**src/rtl/operand_fetch_stage.sv**
```systemverilog
// Decode/operand-fetch stage sitting in front of the RegisterFile.
// It accepts one instruction per handshake and drives the RF read addresses from it.
// The read operands are latched and offered to execute with opcode and destination.
// It also turns writeback requests into registered one-cycle RF write pulses.
// Optional feature: define WB_BYPASS_EN to forward an in-flight RF write into the operands.
module operand_fetch_stage #(
  parameter int unsigned ADDR_W  = 16,
  parameter int unsigned DATA_W  = 32,
  parameter int unsigned FIELD_W = 5
) (
  input  logic              clk,
  input  logic              resetN,
  input  logic              instrValid,
  output logic              instrReady,
  input  logic [DATA_W-1:0] instr,
  output logic [ADDR_W-1:0] readAddressA,
  output logic [ADDR_W-1:0] readAddressB,
  input  logic [DATA_W-1:0] readDataA,
  input  logic [DATA_W-1:0] readDataB,
  output logic              opValid,
  input  logic              opReady,
  output logic [DATA_W-1:0] opA,
  output logic [DATA_W-1:0] opB,
  output logic [5:0]        opCode,
  output logic [ADDR_W-1:0] opDest,
  input  logic              wbValid,
  input  logic [ADDR_W-1:0] wbAddr,
  input  logic [DATA_W-1:0] wbData,
  output logic [ADDR_W-1:0] writeAddress,
  output logic              writeEn,
  output logic [DATA_W-1:0] writeData
);

  localparam int unsigned PadW   = ADDR_W - FIELD_W;
  localparam int unsigned RsLsb  = 21;
  localparam int unsigned RtLsb  = 16;
  localparam int unsigned RdLsb  = 11;

  typedef enum logic [1:0] {
    StIdle,
    StRead,
    StHold
  } state_e;

  state_e state;

  // Instruction register: only the fields used after capture are kept. rs/rt live directly in
  // readAddressA/B, which are loaded at capture so they are stable for the whole READ cycle.
  logic [5:0]         irOpcode;
  logic [FIELD_W-1:0] irRd;

  logic [FIELD_W-1:0] instrRs;
  logic [FIELD_W-1:0] instrRt;
  logic [FIELD_W-1:0] instrRd;

  // Immediate/funct bits are not used by this stage.
  logic unusedInstrBits;
  assign unusedInstrBits = ^instr[RdLsb-1:0];

  assign instrRs = instr[RsLsb +: FIELD_W];
  assign instrRt = instr[RtLsb +: FIELD_W];
  assign instrRd = instr[RdLsb +: FIELD_W];

  // Ready is a pure decode of the state register, so it carries no combinational input path.
  assign instrReady = (state == StIdle);

  logic [DATA_W-1:0] fetchA;
  logic [DATA_W-1:0] fetchB;

`ifdef WB_BYPASS_EN
  // A write landing in the RF at the same edge we sample would be missed; take it directly.
  assign fetchA = (writeEn && (writeAddress == readAddressA)) ? writeData : readDataA;
  assign fetchB = (writeEn && (writeAddress == readAddressB)) ? writeData : readDataB;
`else
  assign fetchA = readDataA;
  assign fetchB = readDataB;
`endif

  // Fetch FSM: capture instruction, sample operands, hold bundle until execute takes it.
  always_ff @(posedge clk or negedge resetN) begin
    if (!resetN) begin
      state        <= StIdle;
      irOpcode     <= '0;
      irRd         <= '0;
      readAddressA <= '0;
      readAddressB <= '0;
      opValid      <= 1'b0;
      opA          <= '0;
      opB          <= '0;
      opCode       <= '0;
      opDest       <= '0;
    end else begin
      unique case (state)
        StIdle: begin
          if (instrValid) begin
            irOpcode     <= instr[31:26];
            irRd         <= instrRd;
            readAddressA <= {{PadW{1'b0}}, instrRs};
            readAddressB <= {{PadW{1'b0}}, instrRt};
            state        <= StRead;
          end
        end
        StRead: begin
          opA     <= fetchA;
          opB     <= fetchB;
          opCode  <= irOpcode;
          opDest  <= {{PadW{1'b0}}, irRd};
          opValid <= 1'b1;
          state   <= StHold;
        end
        StHold: begin
          if (opReady) begin
            opValid <= 1'b0;
            state   <= StIdle;
          end
        end
        default: begin
          opValid <= 1'b0;
          state   <= StIdle;
        end
      endcase
    end
  end

  // Writeback: one registered write pulse per sampled request; address/data hold when idle.
  always_ff @(posedge clk or negedge resetN) begin
    if (!resetN) begin
      writeEn      <= 1'b0;
      writeAddress <= '0;
      writeData    <= '0;
    end else begin
      writeEn <= wbValid;
      if (wbValid) begin
        writeAddress <= wbAddr;
        writeData    <= wbData;
      end
    end
  end

endmodule

```
**config.mk**
```make
export PLATFORM = sky130hd
export DESIGN_NAME = operand_fetch_stage
export DESIGN_NICKNAME = d
export VERILOG_FILES = /design/src/rtl/operand_fetch_stage.sv
export SDC_FILE = /design/constraint.sdc
export NUM_CORES = 1
export LEC_CHECK = 0
export ABC_CLOCK_PERIOD_IN_PS = 3100
export CORE_UTILIZATION = 35
export DETAILED_ROUTE_END_ITERATION = 8
export GPL_ROUTABILITY_DRIVEN = 0
export PLACE_DENSITY = 0.76
export SYNTH_ARGS = -nofsm -noshare
export SYNTH_HDL_FRONTEND = slang
export SYNTH_SLANG_ARGS = --single-unit
```
**constraint.sdc**
```tcl
create_clock -name clk -period 3.1 [get_ports clk]
set_input_delay 0.31 -clock clk [delete_from_list [all_inputs] [get_ports clk]]
set_output_delay 0.31 -clock clk [all_outputs]
set_load 0.03 [all_outputs]
```
==> impl_metrics.env, run 1 <==
export IMPL_max_vdd_ir_drop_v=0.000472
export IMPL_worst_hold_slack_ns=0.479
export IMPL_synth_mux_area_share_pct=28.3
export IMPL_timing_final_crit_share_pct=63.4
export IMPL_drive_above_1_share_pct=22.5
export IMPL_end_kind="output port"
export IMPL_multi_input_area_um2=1800
export IMPL_cts_buffers=17
export IMPL_clockBufferDepth=2
export IMPL_drv_cap=0
export IMPL_die_x_um=130
export IMPL_dr_pass1_iters=3
export IMPL_htreeDepth=4
export IMPL_critPathSlowestCell="clkdlybuf4s50_1"
export IMPL_grt_antenna_before_repair=0
export IMPL_crit_fanout=5
export IMPL_critPathBufInv=1
export IMPL_critPathKind="flip-flop to output port"
export IMPL_cpLargestDelayFamily="buffers and inverters"
export IMPL_antennaDiodeCount=0
export IMPL_synth_top_family_by_area="multiplexers"
export IMPL_vias=3791
export IMPL_clkTransAtPathRegs_ns=0.06
export IMPL_grt_pass1_wl_um=20200
export IMPL_synth_fa_ha_area_share_pct=0
export IMPL_synth_area_top_cells="dfrtp_1 (65%), mux2_2 (21%), mux2_1 (7.7%)"
export IMPL_hold_violations=0
export IMPL_synthXorXnorAreaFrac_pct=0
export IMPL_max_clock_freq_mhz=509
export IMPL_synth_seq_area_share_pct=64.7
export IMPL_maxSlewViolCount=0
export IMPL_ctsRootBufferMaster="clkbuf_16"
export IMPL_cp_required_ns=2.79
export IMPL_final_setup_tns_ns=0
export IMPL_avgViaCountPerCell=4.41
export IMPL_max_slew_worst_pin_slew_ns=1.07
export IMPL_start_util_pct=35.9
export IMPL_cts_tree="done"
export IMPL_grt_ovfl_total=0
export IMPL_die_area_um2=16900
export IMPL_seq_area_um2=3700
export IMPL_ys_seq_elements=148
export IMPL_rsz0062_at_grt="no"
export IMPL_syn_inst=348
export IMPL_synth_cell_type_count=13
export IMPL_crit_path_max_incr_delay_ns=0.70
export IMPL_die_y_um=130
export IMPL_netlist_area_um2=5730
export IMPL_period_minus_slack_ns=1.97
export IMPL_synth_compound_area_share_pct=0.349
export IMPL_fin_worst_skew_ns=0.00657
export IMPL_power_density_nw_per_um2=991
export IMPL_n_fill_cell=1314
export IMPL_yosysWarningCount=0
export IMPL_coreArea_um2=15900
export IMPL_synth_simple_area_share_pct=0.502
export IMPL_syn_avg_cell_area_um2=16.5
export IMPL_first_global_vias=4097
export IMPL_synth_top_area_share_pct=64.7
export IMPL_area_growth_synth_to_final_pct=60.4
export IMPL_io_pin_count=318
export IMPL_path_cells="nor2_1 -> clkdlybuf4s50_1"
export IMPL_clock_latency_ns=0.41
export IMPL_synth_top_cell_by_area="dfrtp_1"
export IMPL_grt_use_total_pct=16.0
export IMPL_port_buffers=273
export IMPL_setup_viol=0
export IMPL_dp_final_hpwl_um=9980
export IMPL_nNetsFinal=780
export IMPL_ant_nets=0
export IMPL_routed_wirelength_um=13400
export IMPL_slew_headroom_pct=28.8
export IMPL_hold_class="primary input to async pin"
export IMPL_drtIter0Drc=58
export IMPL_rows=46
export IMPL_p_leak_nw=3.83
export IMPL_final_util_pct=57.6
export IMPL_cp_start_kind="flip-flop"
export IMPL_cts_sinks=148
export IMPL_status="finished, final reports clean"
export IMPL_grt_max_degree=70
export IMPL_p_total_w=0.00910
export IMPL_drc_errors=0
export IMPL_critical_path_arrival_ns=1.66
export IMPL_wl_per_cell_um=15.6
## cell usage after synthesis
cell type / number
mux2_2: 105
conb_1: 1
nor2b_2: 1
a21o_1: 1
o21ai_0: 1
buf_6: 4
nor2_1: 2
mux2_1: 39
o21a_1: 1
nor3b_2: 1
buf_2: 10
dfrtp_1: 148
buf_4: 34
## layer usage
| layer | global-route usage [%] | part of all wire [%] |
|---|---|---|
| met5 | 0 | 0 |
| met1 | 16.1 | 35 |
| met3 | 4.80 | 6.5 |
| met4 | 9.99 | 3.4 |
| met2 | 29.1 | 55 |
## worst reg2reg max path, stage by stage (launching register included)
cell and delay (ns):
dfrtp_1 0.43, nor3b_2 0.61, buf_12 0.24, mux2_2 0.35
## cell families (layout without fill, tap and decap cells)
logic type	Yosys count	after routing
AND/OR/NAND/NOR	4	4
multiplexers	144	144
flip-flops	148	148
other	1	33
AO/OA/AOI/OAI	3	3
buffers and inverters	48	312
## stage by stage
| step | cell area [um^2] | worst slack [ns] | instances |
|---|---|---|---|
| finish | 9190 | 1.13 | 860 |
| global route | 9190 | 1.05 | 860 |
| CTS | 9190 | 1.09 | 860 |
| detailed placement | 8570 | 1.05 | 827 |
| global placement | 8570 | 1.10 | 827 |
| floorplan | 5850 | 1.72 | 380 |
## sequential cells by signal (all words and copies together) (netlist names)
signal / count
irOpcode: 6
irRd: 5
opA: 32
opB: 32
opCode: 6
opDest: 5
opValid: 1
readAddressA: 5
readAddressB: 5
state: 2
writeAddress: 16
writeData: 32
writeEn: 1
## area by class of cell
cell class	instances	area share, %
flip-flops and latches	148	40.3
well taps	216	2.94
clock inverters	12	1.70
multi-input cells	184	19.6
repair buffers	280	30.6
clock buffers	20	4.86
## where the power goes
part | internal [W] | switching (W)
combinational | 0.00189 | 0.00213
sequential | 0.00266 | 0.000359
clock | 0.00129 | 0.000774
total | 0.00584 | 0.00326
## worst paths after layout
kind / endpoint / startpoint / cells after the start / slack [ns]
max: instrReady / state[1] / 2 / 1.13
min: writeData[27] / resetN / 2 / 0.48
max reg2reg: readAddressB[1] / state[0] / 3 / 1.36
min reg2reg: opA[9] / opA[9] / 1 / 0.48
max in group asynchronous: readAddressB[4] / resetN / 3 / 1.87
min in group clk: opA[9] / opA[9] / 1 / 0.48
## repair_timing
action                    CTS  global route
hold endpoints to repair   66             0
resized for setup           0             0
hold buffers                1             0
buffers inserted            0             0
## placed cells by master, fill, tap and decap left out
master	count
clkinv_4	5
buf_6	1
mux2_1	39
o21a_1	1
clkbuf_1	2
clkbuf_8	1
clkdlybuf4s50_1	271
nor2b_4	1
a21o_1	1
mux2_2	105
buf_4	4
conb_1	33
nor3b_2	1
clkbuf_16	17
bufinv_16	3
clkinv_2	3
buf_2	1
clkinvlp_4	1
dfrtp_1	148
o21ai_0	1
nor2_1	2
dlygate4sd3_1	1
buf_12	2
Power figures use the tool's default switching activity.
==> run 2, diff against run 1 <==
ABC_CLOCK_PERIOD_IN_PS = 1900   (was 3100)
clock period = 1.9 ns   (was 3.1 ns; I/O delays follow)
==> run 2 against run 1 <==
Combinational power rose by 64%. Utilization rose by 0.063 points. Global-route usage barely moved. Critical path type unchanged. Critical endpoint is now writeData[0].
==> impl_metrics.env, run 2 (synthesized netlist as in run 1, its figures left out) <==
export IMPL_status="finished, final reports clean"
export IMPL_io_pin_count=318
export IMPL_cpLargestDelayFamily="buffers and inverters"
export IMPL_grt_pass1_wl_um=20300
export IMPL_cp_startpoint="writeData[0]"
export IMPL_crit_end="writeData[0]"
export IMPL_final_setup_tns_ns=0
export IMPL_final_common_cell="clkdlybuf4s50_1"
export IMPL_crit_path_max_incr_delay_ns=0.70
export IMPL_dr_pass1_iters=4
export IMPL_cp_required_ns=1.71
export IMPL_rsz0062_at_grt="no"
export IMPL_mostFrequentLayoutCells="clkdlybuf4s50_1 (270), dfrtp_1 (148), mux2_2 (105), mux2_1 (39), conb_1 (33)"
export IMPL_path_depth=1
export IMPL_clock_latency_ns=0.41
export IMPL_grt_ovfl_total=0
export IMPL_rows=46
export IMPL_dp_final_hpwl_um=9950
export IMPL_timing_final_crit_share_pct=87.1
export IMPL_htreeDepth=4
export IMPL_critPathSlowestCell="clkdlybuf4s50_1"
export IMPL_max_vdd_ir_drop_v=0.000977
export IMPL_cp_start_kind="flip-flop"
export IMPL_timing_rr_end="opCode[4]"
export IMPL_critPathKind="flip-flop to output port"
export IMPL_routed_wirelength_um=13300
export IMPL_ff2ff_path_depth=3
export IMPL_grt_antenna_before_repair=0
export IMPL_worst_r2r_setup_slack_ns=0.46
export IMPL_critical_path_arrival_ns=1.47
export IMPL_hold_class="primary input to flip-flop"
export IMPL_cts_buffers=17
export IMPL_end_kind="output port"
export IMPL_clockBufferDepth=2
export IMPL_ant_nets=0
export IMPL_start_util_pct=35.9
export IMPL_top_regs="opA x32, opB x32, writeData x32"
export IMPL_ctsRootBufferMaster="clkbuf_16"
export IMPL_path_cells="clkdlybuf4s50_1"
export IMPL_max_clock_freq_mhz=604
export IMPL_cts_sinks=148
export IMPL_maxSlewViolCount=0
export IMPL_fin_worst_skew_ns=0.00722
export IMPL_post_cts_setup_buffers=0
export IMPL_rr_startpoint="state[0]"
export IMPL_die_y_um=130
export IMPL_first_global_vias=4069
export IMPL_drv_cap=0
export IMPL_nNetsFinal=782
export IMPL_die_x_um=130
export IMPL_avgViaCountPerCell=4.38
export IMPL_crit_fanout=2
export IMPL_die_area_um2=16900
export IMPL_area_growth_synth_to_final_pct=60.5
export IMPL_hold_violations=0
export IMPL_clkTransAtPathRegs_ns=0.05
export IMPL_pre_cts_ws_ns=0.337
export IMPL_worst_slack_ns=0.245
export IMPL_vias=3769
export IMPL_wl_per_cell_um=15.5
export IMPL_port_buffers=273
export IMPL_grt_use_total_pct=16.1
export IMPL_critPathBufInv=1
export IMPL_cts_tree="done"
export IMPL_setup_viol=0
export IMPL_drive_above_1_share_pct=22.4
export IMPL_p_leak_nw=3.83
export IMPL_drtIter0Drc=56
export IMPL_coreArea_um2=15900
export IMPL_grt_max_degree=55
export IMPL_final_util_pct=57.7
export IMPL_power_density_nw_per_um2=1600
export IMPL_drc_errors=0
export IMPL_antennaDiodeCount=0
export IMPL_period_minus_slack_ns=1.66
[run 2: routing by layer]
metal | share of wire, % | wire [um] | vias to the layer above | GRT usage (%)
met3 | 6.2 | 831 | 24 | 5.21
met5 | 0 | 0 | - | 0
met2 | 56 | 7460 | 153 | 29.9
met4 | 2.2 | 299 | 0 | 7.66
met1 | 36 | 4750 | 1871 | 16.2
li1 | - | - | 1721 | -
[run 2: through the flow]
stage	power, W	cell area (um^2)	hold WS (ns)	cells
after floorplan	0.00875	5850	-0.106	380
after global placement	0.0115	8620	0.104	829
after detailed placement	0.0117	8620	0.107	829
after CTS	0.0149	9190	0.150	860
after global routing	0.0154	9200	0.170	860
final	0.0147	9200	0.180	860
[run 2: report_power, final]
| group | total [W] | switching (W) | internal, W |
|---|---|---|---|
| clock | 0.00316 | 0.00122 | 0.00195 |
| sequential | 0.00494 | 0.000594 | 0.00435 |
| combinational | 0.00659 | 0.00347 | 0.00311 |
| total | 0.0147 | 0.00528 | 0.00941 |
[run 2: worst min path at each step]
stage | end | slack (ns) | cells after the start | start
2_1_floorplan | irOpcode[0] | -0.11 | 0 | resetN
3_3_place_gp | writeData[26] | 0.10 | 1 | resetN
3_5_place_dp | writeData[26] | 0.11 | 1 | resetN
4_1_cts | writeEn | 0.15 | 2 | wbValid
5_1_grt | writeEn | 0.17 | 2 | wbValid
6_report | writeEn | 0.18 | 2 | wbValid
[run 2: worst reg2reg max path: stages, from the launching register on]
cell and delay [ns]:
dfrtp_1 0.43, nor2b_4 0.24, buf_12 0.26, mux2_2 0.40
[run 2: cell type report]
class                   instances  area [um^2]
fillers                      1294         6750
flip-flops and latches        148         3700
repair buffers                282         2860
multi-input cells             184         1800
clock buffers                  21          450
well taps                     216          270
clock inverters                 9          108
[run 2: what timing repair did]
action	in CTS	in global routing
endpoints found under the hold margin	31	0
hold buffers	1	0
setup endpoints to repair	0	1
resized for setup	0	1
